## config.mk

```make
export PLATFORM = sky130hd
export DESIGN_NAME = dspba_credit_drain_flat
export DESIGN_NICKNAME = d
export VERILOG_FILES = /design/src/rtl/dspba_credit_drain_if.sv /design/src/rtl/dspba_credit_drain.sv /design/src/flat_wrapper.sv
export SDC_FILE = /design/constraint.sdc
export NUM_CORES = 1
export LEC_CHECK = 0
export BUFFER_PORTS_ARGS = -buffer_cell sky130_fd_sc_hd__buf_2
export CAP_MARGIN = 40
export CORE_ASPECT_RATIO = 1.25
export CORE_MARGIN = 10
export CORE_UTILIZATION = 60
export DETAILED_ROUTE_END_ITERATION = 7
export PLACE_DENSITY = 0.79
export RECOVER_POWER = 50
export SYNTH_ARGS = -nofsm -noshare
export SYNTH_HDL_FRONTEND = slang
export SYNTH_SLANG_ARGS = --single-unit
```

## constraint.sdc

```tcl
create_clock -name clk -period 6.05 [get_ports clk]
set_clock_uncertainty 0.05 [all_clocks]
set_input_delay 0.605 -clock clk [delete_from_list [all_inputs] [get_ports clk]]
set_output_delay 0.605 -clock clk [all_outputs]
set_load 0.02 [all_outputs]
```

## src/rtl/dspba_credit_drain_if.sv

```systemverilog
// Handshake bundle for dspba_credit_drain.
// Carries the request side, the pipeline issue/result pair and the result stream side.
// The slave modport is the drain itself. The master modport is whatever surrounds it.
interface dspba_credit_drain_if #(
  parameter int DATAW = 32
);
  logic             in_valid;
  logic             in_ready;
  logic             pipe_issue;
  logic [DATAW-1:0] pipe_result;
  logic             out_valid;
  logic [DATAW-1:0] out_data;
  logic             out_ready;
  logic             busy;

  modport master (
    output in_valid, pipe_result, out_ready,
    input  in_ready, pipe_issue, out_valid, out_data, busy
  );

  modport slave (
    input  in_valid, pipe_result, out_ready,
    output in_ready, pipe_issue, out_valid, out_data, busy
  );
endinterface

```

## src/rtl/dspba_credit_drain.sv

```systemverilog
// Credit-gated result drain for a fixed-latency, never-stalling DSPBA pipeline.
// Every issue reserves one result FIFO slot ahead of time, so the pipeline can run with ena=1.
// A result is captured LATENCY cycles after its issue and is handed out in issue order.
// A credit comes back one cycle after its result is popped.
module dspba_credit_drain #(
  parameter int DATAW   = 32,
  parameter int LATENCY = 4,
  parameter int DEPTH   = 8
) (
  input  logic                 clk,
  input  logic                 aclr,
  dspba_credit_drain_if.slave  bus
);

  localparam int CW = $clog2(DEPTH + 1);
  localparam int PW = (DEPTH > 1) ? $clog2(DEPTH) : 1;

  logic [CW-1:0]    r_credits;
  logic [CW-1:0]    r_count;
  logic [LATENCY-1:0] r_vsr;
  logic [PW-1:0]    r_wrptr;
  logic [PW-1:0]    r_rdptr;
  logic [DATAW-1:0] r_mem [DEPTH];

  logic w_in_ready;
  logic w_issue;
  logic w_out_valid;
  logic w_pop;
  logic w_wr;

  // Circular pointer advance that also works for a DEPTH that is not a power of two.
  function automatic logic [PW-1:0] ptr_inc(input logic [PW-1:0] p);
    return (p == PW'(DEPTH - 1)) ? '0 : p + 1'b1;
  endfunction

  // in_ready comes from the registered credit count only. It is gated by aclr so it reads 0 during reset.
  assign w_in_ready  = aclr & (r_credits != '0);
  assign w_issue     = bus.in_valid & w_in_ready;
  assign w_out_valid = (r_count != '0);
  assign w_pop       = w_out_valid & bus.out_ready;
  // The oldest tracker bit marks the cycle in which pipe_result holds a live result.
  assign w_wr        = r_vsr[LATENCY-1];

  assign bus.in_ready   = w_in_ready;
  assign bus.pipe_issue = w_issue;
  assign bus.out_valid  = w_out_valid;
  assign bus.out_data   = r_mem[r_rdptr];
  assign bus.busy       = (r_vsr != '0) | w_out_valid;

  // Credit counter: an issue takes a credit, a pop gives one back.
  always_ff @(posedge clk or negedge aclr) begin
    if (!aclr) begin
      r_credits <= CW'(DEPTH);
    end else begin
      case ({w_issue, w_pop})
        2'b10:   r_credits <= r_credits - 1'b1;
        2'b01:   r_credits <= r_credits + 1'b1;
        default: r_credits <= r_credits;
      endcase
    end
  end

  // In-flight tracker. It mirrors the pipeline's valid path and shifts every cycle.
  always_ff @(posedge clk or negedge aclr) begin
    if (!aclr) begin
      r_vsr <= '0;
    end else begin
      r_vsr[0] <= w_issue;
      for (int i = 1; i < LATENCY; i++) begin
        r_vsr[i] <= r_vsr[i-1];
      end
    end
  end

  // FIFO control: occupancy and the circular read/write pointers.
  always_ff @(posedge clk or negedge aclr) begin
    if (!aclr) begin
      r_count <= '0;
      r_wrptr <= '0;
      r_rdptr <= '0;
    end else begin
      case ({w_wr, w_pop})
        2'b10:   r_count <= r_count + 1'b1;
        2'b01:   r_count <= r_count - 1'b1;
        default: r_count <= r_count;
      endcase
      if (w_wr) begin
        r_wrptr <= ptr_inc(r_wrptr);
      end
      if (w_pop) begin
        r_rdptr <= ptr_inc(r_rdptr);
      end
    end
  end

  // FIFO storage. This is data only, so it has no reset. Stale entries sit behind a zero count.
  always_ff @(posedge clk) begin
    if (w_wr) begin
      r_mem[r_wrptr] <= bus.pipe_result;
    end
  end

  // The checks below cover cases that the credit scheme should make impossible.
  a_no_overflow: assert property (@(posedge clk) disable iff (!aclr)
    !(w_wr && (r_count == CW'(DEPTH))));
  a_credit_max: assert property (@(posedge clk) disable iff (!aclr)
    (r_credits <= CW'(DEPTH)));
  a_credit_under: assert property (@(posedge clk) disable iff (!aclr)
    !(w_issue && (r_credits == '0)));
  a_conserve: assert property (@(posedge clk) disable iff (!aclr)
    ((32'(r_credits) + 32'($countones(r_vsr)) + 32'(r_count)) == DEPTH));

endmodule

```

## src/flat_wrapper.sv

```systemverilog
// flat-port wrapper written by rule: the top's interface ports become plain ports
module dspba_credit_drain_flat 
#(
  parameter int DATAW   = 32,
  parameter int LATENCY = 4,
  parameter int DEPTH   = 8
)
  (clk, aclr, bus_in_valid, bus_pipe_result, bus_out_ready, bus_in_ready, bus_pipe_issue, bus_out_valid, bus_out_data, bus_busy);
  dspba_credit_drain_if #(.DATAW(DATAW)) bus_i ();
  input  logic clk;
  input  logic aclr;
  input wire logic [$bits(bus_i.in_valid)-1:0] bus_in_valid;
  input wire logic [$bits(bus_i.pipe_result)-1:0] bus_pipe_result;
  input wire logic [$bits(bus_i.out_ready)-1:0] bus_out_ready;
  output wire logic [$bits(bus_i.in_ready)-1:0] bus_in_ready;
  output wire logic [$bits(bus_i.pipe_issue)-1:0] bus_pipe_issue;
  output wire logic [$bits(bus_i.out_valid)-1:0] bus_out_valid;
  output wire logic [$bits(bus_i.out_data)-1:0] bus_out_data;
  output wire logic [$bits(bus_i.busy)-1:0] bus_busy;
  assign bus_i.in_valid = bus_in_valid;
  assign bus_i.pipe_result = bus_pipe_result;
  assign bus_i.out_ready = bus_out_ready;
  assign bus_in_ready = bus_i.in_ready;
  assign bus_pipe_issue = bus_i.pipe_issue;
  assign bus_out_valid = bus_i.out_valid;
  assign bus_out_data = bus_i.out_data;
  assign bus_busy = bus_i.busy;
  dspba_credit_drain #(.DATAW(DATAW), .LATENCY(LATENCY), .DEPTH(DEPTH)) u_core (.clk(clk), .aclr(aclr), .bus(bus_i));
endmodule
```

==> Word level (Yosys, flattened, before mapping) <==
Memories as Yosys holds them, arrays and structs flattened.
Index checks and enable logic that the tools add are counted.
{ "totals": {"regBits": 18, "ram_bits": 256, "input_bits": 36, "output_inout_bits": 36, "elab_cells": 33, "n_memories": 1} }
{ "classes": {"n_addsub": 6, "n_eq_ne": 6, "n_mux": 6, "bitwise": 4, "n_reduce_logical": 5} }
{ "mem_list": {"columns": ["name", "depth", "word_bits", "read_ports", "rd_ports_with_merged_regs", "write_ports", "line", "source"], "rows": [
  ["u_core.r_mem", 8, 32, 1, 0, 1, "dspba_credit_drain.sv:23", "logic [DATAW-1:0] r_mem [DEPTH];"]
]} }
{ "op_table": {"columns": ["op", "n"], "rows": [
  ["$pmux W4 S2", 2],
  ["$reduce_bool A4 Y1", 3],
  ["$add A4 B1 Y4 const B", 2],
  ["$sub A4 B1 Y4 const B", 2],
  ["$add A3 B1 Y3 const B", 2],
  ["$eq A3 B3 Y1 const B", 2],
  ["$mux W3", 2],
  ["$eq A2 B1 Y1 const B", 2],
  ["$eq A2 B2 Y1 const B", 2],
  ["$reduce_bool A2 Y1", 2],
  ["$and A1 B1 Y1", 3],
  ["$mux W1", 2],
  ["$or A1 B1 Y1", 1]
]} }

==> Longest topological paths before layout <==
Gate-level depths: netlist of run 1.
{ "logic_depth": {"ltp_word": 5, "mapped_depth": 10, "depth_no_buf": 10} }

==> Worst setup path before layout of run 1 <==
Ideal clock, no wire load.
{ "synth_path": {"kind": "register to register", "startpoint": "register u_core.r_vsr[3]", "endpoint": "memory u_core.r_mem[0][0], enable pin", "setup_time_ns": 0.461, "arrival_time_ns": 2.876, "required_ns": 5.539, "slack_ns": 2.663, "stages_incl_launch_ff": 4, "path_buffers": 1, "period_less_slack_ns": 3.387, "path_cell_list": "dfrtp_1 clkbuf_1 nand2b_1 nor3_1"} }
{ "synth_between": {"elab_chain_len": 2} }
{ "synth_lines": {"columns": ["element", "line", "source"], "rows": [
  ["start: declaration", "dspba_credit_drain.sv:20", "logic [LATENCY-1:0] r_vsr;"],
  ["start signal: indexed assignment", "dspba_credit_drain.sv:70", "r_vsr[i] <= r_vsr[i-1];"],
  ["$mux W1", "dspba_credit_drain.sv:98", "if (w_wr) begin"],
  ["$mux W1 (implied by the code)", "dspba_credit_drain.sv:99", "r_mem[r_wrptr] <= bus.pipe_result;"],
  ["end: declaration", "dspba_credit_drain.sv:23", null]
]} }
No other way between the ends.

==> Final worst setup path of run 1 <==
{ "layout_path": {"startpoint": "register u_core.r_rdptr[0]", "endpoint": "output port bus_out_data[28]"} }
{ "layout_between": {"elab_chain_len": 1} }
{ "layout_lines": {"columns": ["element", "line", "source"], "rows": [
  ["start: declaration", "dspba_credit_drain.sv:22", "logic [PW-1:0] r_rdptr;"],
  ["start signal: assignment", "dspba_credit_drain.sv:91", "r_rdptr <= ptr_inc(r_rdptr);"],
  ["$mem_v2 Z8 W32", null, null],
  ["end: declaration", "flat_wrapper.sv:18", "output wire logic [$bits(bus_i.out_data)-1:0] bus_out_data;"]
]} }
No other way between the ends.

==> results of run 1 <==
[layout by cell type, fill, tap and decap left out, types with 2 or more instances in the layout]
master / n
nand2b_1: 6
edfxtp_1: 256
nor2_1: 3
nand2_1: 7
dfrtp_2: 2
a21oi_1: 4
mux4_2: 59
ha_1: 10
clkbuf_16: 25
o21ai_0: 3
inv_1: 4
clkinv_2: 3
buf_4: 9
clkinvlp_4: 3
clkinv_1: 5
xnor2_1: 3
nor3_2: 2
dfrtp_1: 14
xor2_1: 4
nor3_1: 4
nor2_4: 5
mux4_1: 5
buf_2: 38
bufinv_16: 2
mux2_2: 38
clkbuf_1: 37
a21o_1: 2
[routing by layer]
metal / track usage / up-vias / wire [microns]
met5: 0 / - / 0
met4: 0.0418 / 0 / 281
met3: 0.0297 / 26 / 1060
met2: 0.298 / 129 / 10400
met1: 0.208 / 2545 / 7810
li1: - / 2117 / -
[through the flow]
stage	instance area, sq um	utilization	std cells
3_5_place_dp	11300	0.649	751
4_1_cts	12100	0.693	793
6_report	12000	0.690	793
5_1_grt	12000	0.690	793
2_1_floorplan	10600	-	465
3_3_place_gp	11300	0.647	750
[cells in the mapped netlist (all sizes together) (2+ instances only)]
library cell,n
a21o,2
a21oi,4
buf,15
clkbuf,5
dfrtp,17
edfxtp,256
ha,10
inv,4
mux2,38
mux4,64
nand2,8
nand2b,6
nor2,8
nor3,6
o21ai,3
xnor2,3
xor2,4
[worst max-delay path: cells and delay by family (launching register included)]
kind                   cells  cell delay, ps
muxes                      2             890
DFF                        1             970
buffers and inverters      2             740
[flip-flops by register name, summed over array words and instances, names as in the netlist]
name and count:
u_core.r_mem 256, u_core.r_count 4, u_core.r_credits 4, u_core.r_vsr 4, u_core.r_rdptr 3, u_core.r_wrptr 3
[layout make-up]
type	instances	area, sq um
clock inverters	13	116
repair buffers	83	423
well taps	224	280
clock buffers	28	637
flip-flops and latches	274	8150
multi-input cells	167	2410
inverters	4	15.0
fillers	1054	5410
[path summary, 6_finish.rpt]
check,end,cells after the start
max reg2reg,u_core.r_mem[5][4],3
min,u_core.r_vsr[0],3
min in group asynchronous,u_core.r_wrptr[0],2
max,bus_out_data[28],4
min reg2reg,u_core.r_vsr[2],0
max in group asynchronous,u_core.r_rdptr[0],2
[kinds of logic after synthesis]
logic type | after synthesis
compound gates | 13
xor+xnor | 7
fa+ha+maj | 11
buf+inv | 24
flops | 274
mux | 103
simple gates | 33
[power breakdown]
group / total (W) / internal (W) / switching [W]
Clock: 0.00146 / 0.000835 / 0.000624
Combinational: 0.00163 / 0.000805 / 0.000820
Sequential: 0.00251 / 0.00228 / 0.000225
[what timing repair did]
action / CTS / global route
hold endpoints to repair: 17 / 0
gates resized for setup: 0 / 0
hold buffers: 1 / 0
==> flow_summary.ini, run 1 <==
[status]
outcome = finished with violations
failed_checks = max-capacitance violations, max-slew violations

[layout]
syn_to_final_growth_pct = 13.1
diodes = 0
final_nets = 602
final_layout_size_suffix_gt1_frac = 0.334

[synthesis]
syn_inst = 465
synth-edff-count = 256
synth_seq_cells = 274
yosys_warnings = 0
synth_adder_area_share = 0.0136
synth.area.mux_share = 0.178
synthSimpleGateAreaFrac = 0.0159
synthXorXnorAreaFrac = 0.00576
synth_area_per_cell_sq_um = 22.9
synth_area_sq_mm = 0.0106
synth_top_family_by_area = multiplexers
synth_cell_types = 33
syn_nets = 512
synth_top_area_frac = 0.723
synth-compound-area-share = 0.00812
async_flop_share = 0.0657
ys.flop_type = edfxtp_1
netlist_top_cells_area = edfxtp_1 72%, mux4_2 12%, mux2_2 4.0%
yosysSeqAreaShare = 0.765
post-synth-top-area-cell = edfxtp_1

[setup_path]
crit_chain = buf_4 -> mux4_2 -> mux2_2 -> buf_2
critPathMaxStageDelay_ps = 970
slowest_stage = dfrtp_4
arrival_ps = 3120
r2r_setup_slack_ps = 3060
cp-startpoint = u_core.r_rdptr[0]
crit_type = flop to output port
cp.required_ps = 5390
endpoint_kind = output port
r2r_start = u_core.r_vsr[3]
crit_path_start_kind = flop
crit_fanout = 42

[sta]
finalCriticalPeriod_ps = 3770
setup_violations = 0
fin_hold_ws_ps = 267
slew_headroom = -0.525
drv_slew = 33
grt_setup_unrepaired = false
hold_viol = 0
max_freq_ghz = 0.265
fin_crit_sh = 0.624
fin_ws_ps = 2280
totalNegativeSetupSlack_ps = 0
worst_pin_slew_ps = 2290

[detailed_routing]
firstDrtPassIters = 4
detail-route-antenna-nets = 0
via_per_inst = 6.07
drt_iter0_drc = 362
vias = 4817
drc = 0
wl_per_cell_microns = 24.7
wirelength_mm = 19.6

[clock_network]
clkSlewWorstSetupHoldPaths_ps = 60
htreeDepth = 1
cts_tree = built
clock_path_buffers = 3
cts_buffers = 25
cts_setup_buffers = 0
clkLatencyLatePin_ps = 510
cts.sinks = 274
root_buffer = clkbuf_16

[power]
finalPower_w = 0.00559
power.leakage_nw = 3.92
powerDensity_mw_per_mm2 = 465
ir_drop_mv = 0.316

[global_routing]
gr-usage-all-layers = 0.167
grt_max_degree = 45
antenna_found_initial = 0
grt_pass1_wl_mm = 30.8
grt-ovfl-total = 0
grt_pass1_vias = 5347

[place]
io_buffers = 71
place.gp.congestion = 0.702
hpwl_mm = 11.2
dp_slack_ps = 2720

[hold_path]
hp-start = bus_in_valid
hp-class = primary input to flop

[floorplan]
die_y_microns = 169
core-area_sq_mm = 0.0174
fp.dieArea_sq_mm = 0.0235
rows = 54
die_w_microns = 139
pin_count = 72
initial_core_util = 0.610

[flow_run]
maxCapViolCount = 1
Power figures use the tool's default switching activity.
==> run 2, diff against run 1 <==
--- a/config.mk
+++ b/config.mk
@@ -9,9 +9,9 @@
 export CAP_MARGIN = 40
 export CORE_ASPECT_RATIO = 1.25
 export CORE_MARGIN = 10
-export CORE_UTILIZATION = 60
+export CORE_UTILIZATION = 54
 export DETAILED_ROUTE_END_ITERATION = 7
-export PLACE_DENSITY = 0.79
+export PLACE_DENSITY = 0.75
 export RECOVER_POWER = 50
 export SYNTH_ARGS = -nofsm -noshare
 export SYNTH_HDL_FRONTEND = slang
==> constraint.sdc (replaced) <==
create_clock -name clk -period 3.4 [get_ports clk]
set_clock_uncertainty 0.05 [all_clocks]
set_input_delay 0.34 -clock clk [delete_from_list [all_inputs] [get_ports clk]]
set_output_delay 0.34 -clock clk [all_outputs]
set_load 0.02 [all_outputs]
==> run 2 against run 1 <==
Against the previous run: the flow now finishes without violations; clock-buffer cell count up 6; combinational power up 83%; utilization down 5.7 points; sequential cell count unchanged; cell count up 7.6%; power up 84%; global-route usage down 1.3 points; final area up 2.1%; critical path type unchanged; critical endpoint is now bus_out_data[21]; highest routed layer unchanged.
==> flow_summary.ini, run 2 (same netlist as run 1, synthesis figures left out) <==
[setup_path]
endpoint_kind = output port
crit_fanout = 31
reg2reg_depth = 9
arrival_ps = 2600
r2r_start = u_core.r_count[1]
critPathMaxStageDelay_ps = 800
crit_type = flop to output port
r2r_end = u_core.r_credits[3]
crit_path_start_kind = flop
crit_chain = buf_4 -> mux4_2 -> mux2_2 -> buf_2
r2r_setup_slack_ps = 550
slowest_stage = dfrtp_4
cp.required_ps = 3010

[layout]
syn_to_final_growth_pct = 15.5
multi_input_area_sq_mm = 0.00241
final_nets = 616
fill_cells = 1367
register_area_sq_mm = 0.00815
final_cell_area_sq_mm = 0.0123
final_common_cell = edfxtp_1
final_cell_mix = 256 x edfxtp_1, 59 x mux4_2, 40 x clkbuf_1
largest_reg_flops = 256
fin_util = 0.633
final_layout_size_suffix_gt1_frac = 0.354
regMostFlops = u_core.r_mem
diodes = 0

[detailed_routing]
wl_per_cell_microns = 23.1
wl_met2_mm = 10.4
via_per_inst = 5.69
wirelength_mm = 19.7
firstDrtPassIters = 4
met3WireLength_microns = 999
detail-route-antenna-nets = 0
highest_layer = met4
drc = 0
vias = 4855
wl_met1_mm = 8.06
drt_iter0_drc = 278

[clock_network]
clock_path_buffers = 3
cts.sinks = 274
clkLatencyLatePin_ps = 510
cts_resized = 0
htreeDepth = 1
root_buffer = clkbuf_16
cts_tree = built
clkSlewWorstSetupHoldPaths_ps = 60
cts_buffers = 26

[sta]
max_freq_ghz = 0.335
finalCriticalPeriod_ps = 2990
totalNegativeSetupSlack_ps = 0
setup_violations = 0
grt_setup_unrepaired = false
fin_crit_sh = 0.879
slew_headroom = 0.350
drv_slew = 0
worst_pin_slew_ps = 975
hold_viol = 0

[floorplan]
die_y_microns = 177
core-area_sq_mm = 0.0194
die_w_microns = 146
rows = 57
initial_core_util = 0.548
fp.dieArea_sq_mm = 0.0257
pin_count = 72

[place]
placed_area_sq_mm = 0.0115
io_buffers = 71
hpwl_mm = 11.9
place.gp.congestion = 0.726

[hold_path]
hold_path_end = u_core.r_vsr[0]
hp-start = bus_in_valid
hp-class = primary input to flop
hold_depth = 3

[global_routing]
antenna_found_initial = 0
grt_max_degree = 33
gr-usage-all-layers = 0.155
grt_pass1_vias = 5448
grt_pass1_wl_mm = 31.3
grt-ovfl-total = 0

[flow_run]
maxCapViolCount = 0

[status]
outcome = complete, no violations

[power]
p_sw_frac = 0.293
p_comb_frac = 0.291
power.leakage_nw = 4.05
finalPower_w = 0.0103
p_int_w = 0.00726
netSwitchingPower_w = 0.00301
ir_drop_mv = 0.580
pwr-share-seq = 0.431
clkPwrFrac = 0.279
powerDensity_mw_per_mm2 = 836
run 2: stage by stage:
| step | setup slack (ps) | hold slack, ps | cells |
|---|---|---|---|
| final | 412 | 25.4 | 853 |
| after global routing | 248 | 43.0 | 853 |
| after CTS | 343 | 6.82 | 853 |
| after detailed placement | 552 | 305 | 805 |
| after global placement | 679 | 300 | 805 |
| after floorplan | 12.9 | -5.59 | 465 |
run 2: layer usage:
layer  vias to the layer above  track usage
li1                       2147            -
met2                       122        0.271
met5                         -            0
met4                         0       0.0308
met3                        23       0.0317
met1                      2563        0.198
run 2: timing repair:
action / CTS / global route
hold endpoints to repair: 17 / 0
hold buffers: 1 / 0
setup buffers: 0 / 0
run 2: worst max-delay path, delay by kind of cell (launching register included):
family | cells | cell delay [ps]
DFF | 1 | 800
muxes | 2 | 800
buffers and inverters | 2 | 470
run 2: how the worst max path moves through the flow:
stage,from,to,depth (start not counted),slack [ps]
floorplan,u_core.r_vsr[3],u_core.r_mem[0][0],3,10
global placement,u_core.r_count[1],u_core.r_credits[3],9,680
detailed placement,u_core.r_count[1],u_core.r_credits[3],9,550
CTS,u_core.r_rdptr[0],bus_out_data[21],4,340
global route,u_core.r_count[1],u_core.r_credits[3],9,250
finish,u_core.r_rdptr[0],bus_out_data[21],4,410
run 2: power by group through the flow:
stage	registers [W]	logic, W	clock network [W]
after floorplan	0.00424	0.00235	0
after global placement	0.00447	0.00297	0
after detailed placement	0.00451	0.00304	0
after CTS	0.00444	0.00306	0.00291
after global routing	0.00448	0.00323	0.00308
final	0.00443	0.00298	0.00286
run 2: area by class of cell:
type,count,area share
well taps,265,0.0270
inverters,4,0.00122
repair buffers,96,0.0425
clock buffers,34,0.0588
flip-flops and latches,274,0.663
multi-input cells,167,0.196
clock inverters,13,0.0111
==> run 3, diff against run 2 <==
--- a/config.mk
+++ b/config.mk
@@ -11,6 +11,7 @@
 export CORE_MARGIN = 10
 export CORE_UTILIZATION = 54
 export DETAILED_ROUTE_END_ITERATION = 7
+export HOLD_SLACK_MARGIN = 0.12
 export PLACE_DENSITY = 0.75
 export RECOVER_POWER = 50
 export SYNTH_ARGS = -nofsm -noshare
==> constraint.sdc (replaced) <==
create_clock -name clk -period 2.65 [get_ports clk]
set_clock_uncertainty 0.05 [all_clocks]
set_input_delay 0.265 -clock clk [delete_from_list [all_inputs] [get_ports clk]]
set_output_delay 0.265 -clock clk [all_outputs]
set_load 0.02 [all_outputs]
==> run 3 against run 2 <==
Against the previous run: first-iteration DRC count fell by 4.0%; utilization rose by 2.6 points; global-route usage rose by 0.33 points; non-clock buffer count rose by 39; via count rose by 3.8%; cell count rose by 4.9%; critical path depth did not move; register-to-register slack got worse by 460 ps; combinational power rose by 42%; final area rose by 4.2%; largest cell class unchanged.
==> flow_summary.ini, run 3 (same netlist as run 1, synthesis figures left out) <==
[status]
outcome = complete, no violations

[floorplan]
initial_core_util = 0.548
fp.dieArea_sq_mm = 0.0257
die_w_microns = 146
core-area_sq_mm = 0.0194
rows = 57
pin_count = 72
die_y_microns = 177

[detailed_routing]
drt_iter0_drc = 267
wl_per_cell_microns = 22.5
drc = 0
detail-route-antenna-nets = 0
via_per_inst = 5.63
vias = 5038
wirelength_mm = 20.2
firstDrtPassIters = 4

[clock_network]
clkLatencyLatePin_ps = 530
cts_buffers = 27
cts_tree = built
clock_path_buffers = 3
htreeDepth = 1
root_buffer = clkbuf_16
cts.sinks = 274
clkSlewWorstSetupHoldPaths_ps = 60

[setup_path]
r2r_start = u_core.r_count[1]
arrival_ps = 2300
crit_path_start_kind = flop
crit_fanout = 10
crit_type = flop to output port
endpoint_kind = output port
r2r_setup_slack_ps = 90
cp.required_ps = 2340
cp-startpoint = u_core.r_rdptr[0]

[place]
hpwl_mm = 12.1
post-place-cells = 808
place.gp.congestion = 0.747
io_buffers = 71
placed_area_sq_mm = 0.0115

[layout]
final_cell_mix = 256 x edfxtp_1, 60 x mux4_2, 39 x clkbuf_1
final_nets = 656
regMostFlops = u_core.r_mem
largest_reg_flops = 256
final_layout_size_suffix_gt1_frac = 0.354
final_common_cell = edfxtp_1
diodes = 0
syn_to_final_growth_pct = 20.3
fill_cells = 1280
final_cell_area_sq_mm = 0.0128
finalNonFillerCells = 895

[global_routing]
grt_pass1_wl_mm = 32.2
gr-usage-all-layers = 0.158
grt_max_degree = 27
grt_pass1_vias = 5614
antenna_found_initial = 0
grt-ovfl-total = 0

[sta]
fin_crit_sh = 0.986
setup_violations = 0
slew_headroom = 0.331
worst_pin_slew_ps = 1000
max_freq_ghz = 0.383
hold_viol = 0
finalCriticalPeriod_ps = 2610
grt_setup_unrepaired = true
drv_slew = 0

[hold_path]
hp-class = flop to flop
hp-start = u_core.r_vsr[1]

[power]
finalPower_w = 0.0135
power.leakage_nw = 4.25
ir_drop_mv = 0.705
powerDensity_mw_per_mm2 = 1060

[flow_run]
maxCapViolCount = 0
[run 3: changes by cell type in the layout (fill, tap and decap cells not counted), sizes merged]
cell,change
clkbuf,-2
clkinvlp,+1
dlygate4sd3,+34
clkinv,+2
inv,+2
buf,+5
[run 3: worst max-delay path: stages (launching register included)]
cell and delay [ps]:
dfrtp_4 550, buf_6 220, mux4_2 510, mux2_2 310, buf_2 170
[run 3: area by class of cell]
cell class / instances / area (sq um) / area share
clock buffer: 32 / 694 / 0.0543
timing repair buffer: 135 / 976 / 0.0763
tap: 265 / 332 / 0.0259
multi-input combinational: 167 / 2460 / 0.192
sequential: 274 / 8150 / 0.637
inverter: 4 / 15.0 / 0.00117
clock inverter: 18 / 168 / 0.0131
[run 3: power breakdown]
group | switching (W) | internal (W) | leakage (nW) | total (W)
Clock | 0.00151 | 0.00216 | 0.423 | 0.00367
Combinational | 0.00211 | 0.00212 | 1.30 | 0.00423
Sequential | 0.000409 | 0.00521 | 2.53 | 0.00562
[run 3: final timing paths]
| path | cells past startpoint | end |
|---|---|---|
| max | 4 | bus_out_data[22] |
| min | 0 | u_core.r_vsr[2] |
| max reg2reg | 9 | u_core.r_credits[3] |
| min reg2reg | 0 | u_core.r_vsr[2] |
| max in group asynchronous | 3 | u_core.r_rdptr[0] |
| min in group asynchronous | 3 | u_core.r_credits[0] |
[run 3: per-layer routing]
| metal | vias to the layer above | wire length, microns | global-route usage |
|---|---|---|---|
| met2 | 122 | 10700 | 0.280 |
| met4 | 0 | 439 | 0.0456 |
| met1 | 2642 | 8060 | 0.194 |
| met5 | - | 0 | 0 |
| met3 | 39 | 960 | 0.0317 |
| li1 | 2235 | - | - |
[run 3: through the flow]
stage | setup slack (ps) | util | setup TNS [ps] | hold slack (ps)
final | 37.1 | 0.659 | 0 | 335
after global routing | -20.9 | 0.659 | -64.2 | 342
after CTS | -34.8 | 0.659 | -109 | 191
after detailed placement | -163 | 0.595 | -163 | 210
after global placement | 141 | 0.595 | 0 | 202
after floorplan | 18.3 | - | 0 | -80.6
[run 3: what timing repair did]
action / in CTS / in global routing
endpoints found under the hold margin: 277 / 0
setup buffers: 1 / 0
pin swaps: 0 / 2
gates resized for setup: 4 / 11
setup endpoints to repair: 29 / 11
gates cloned: 0 / 1
hold buffers: 35 / 0
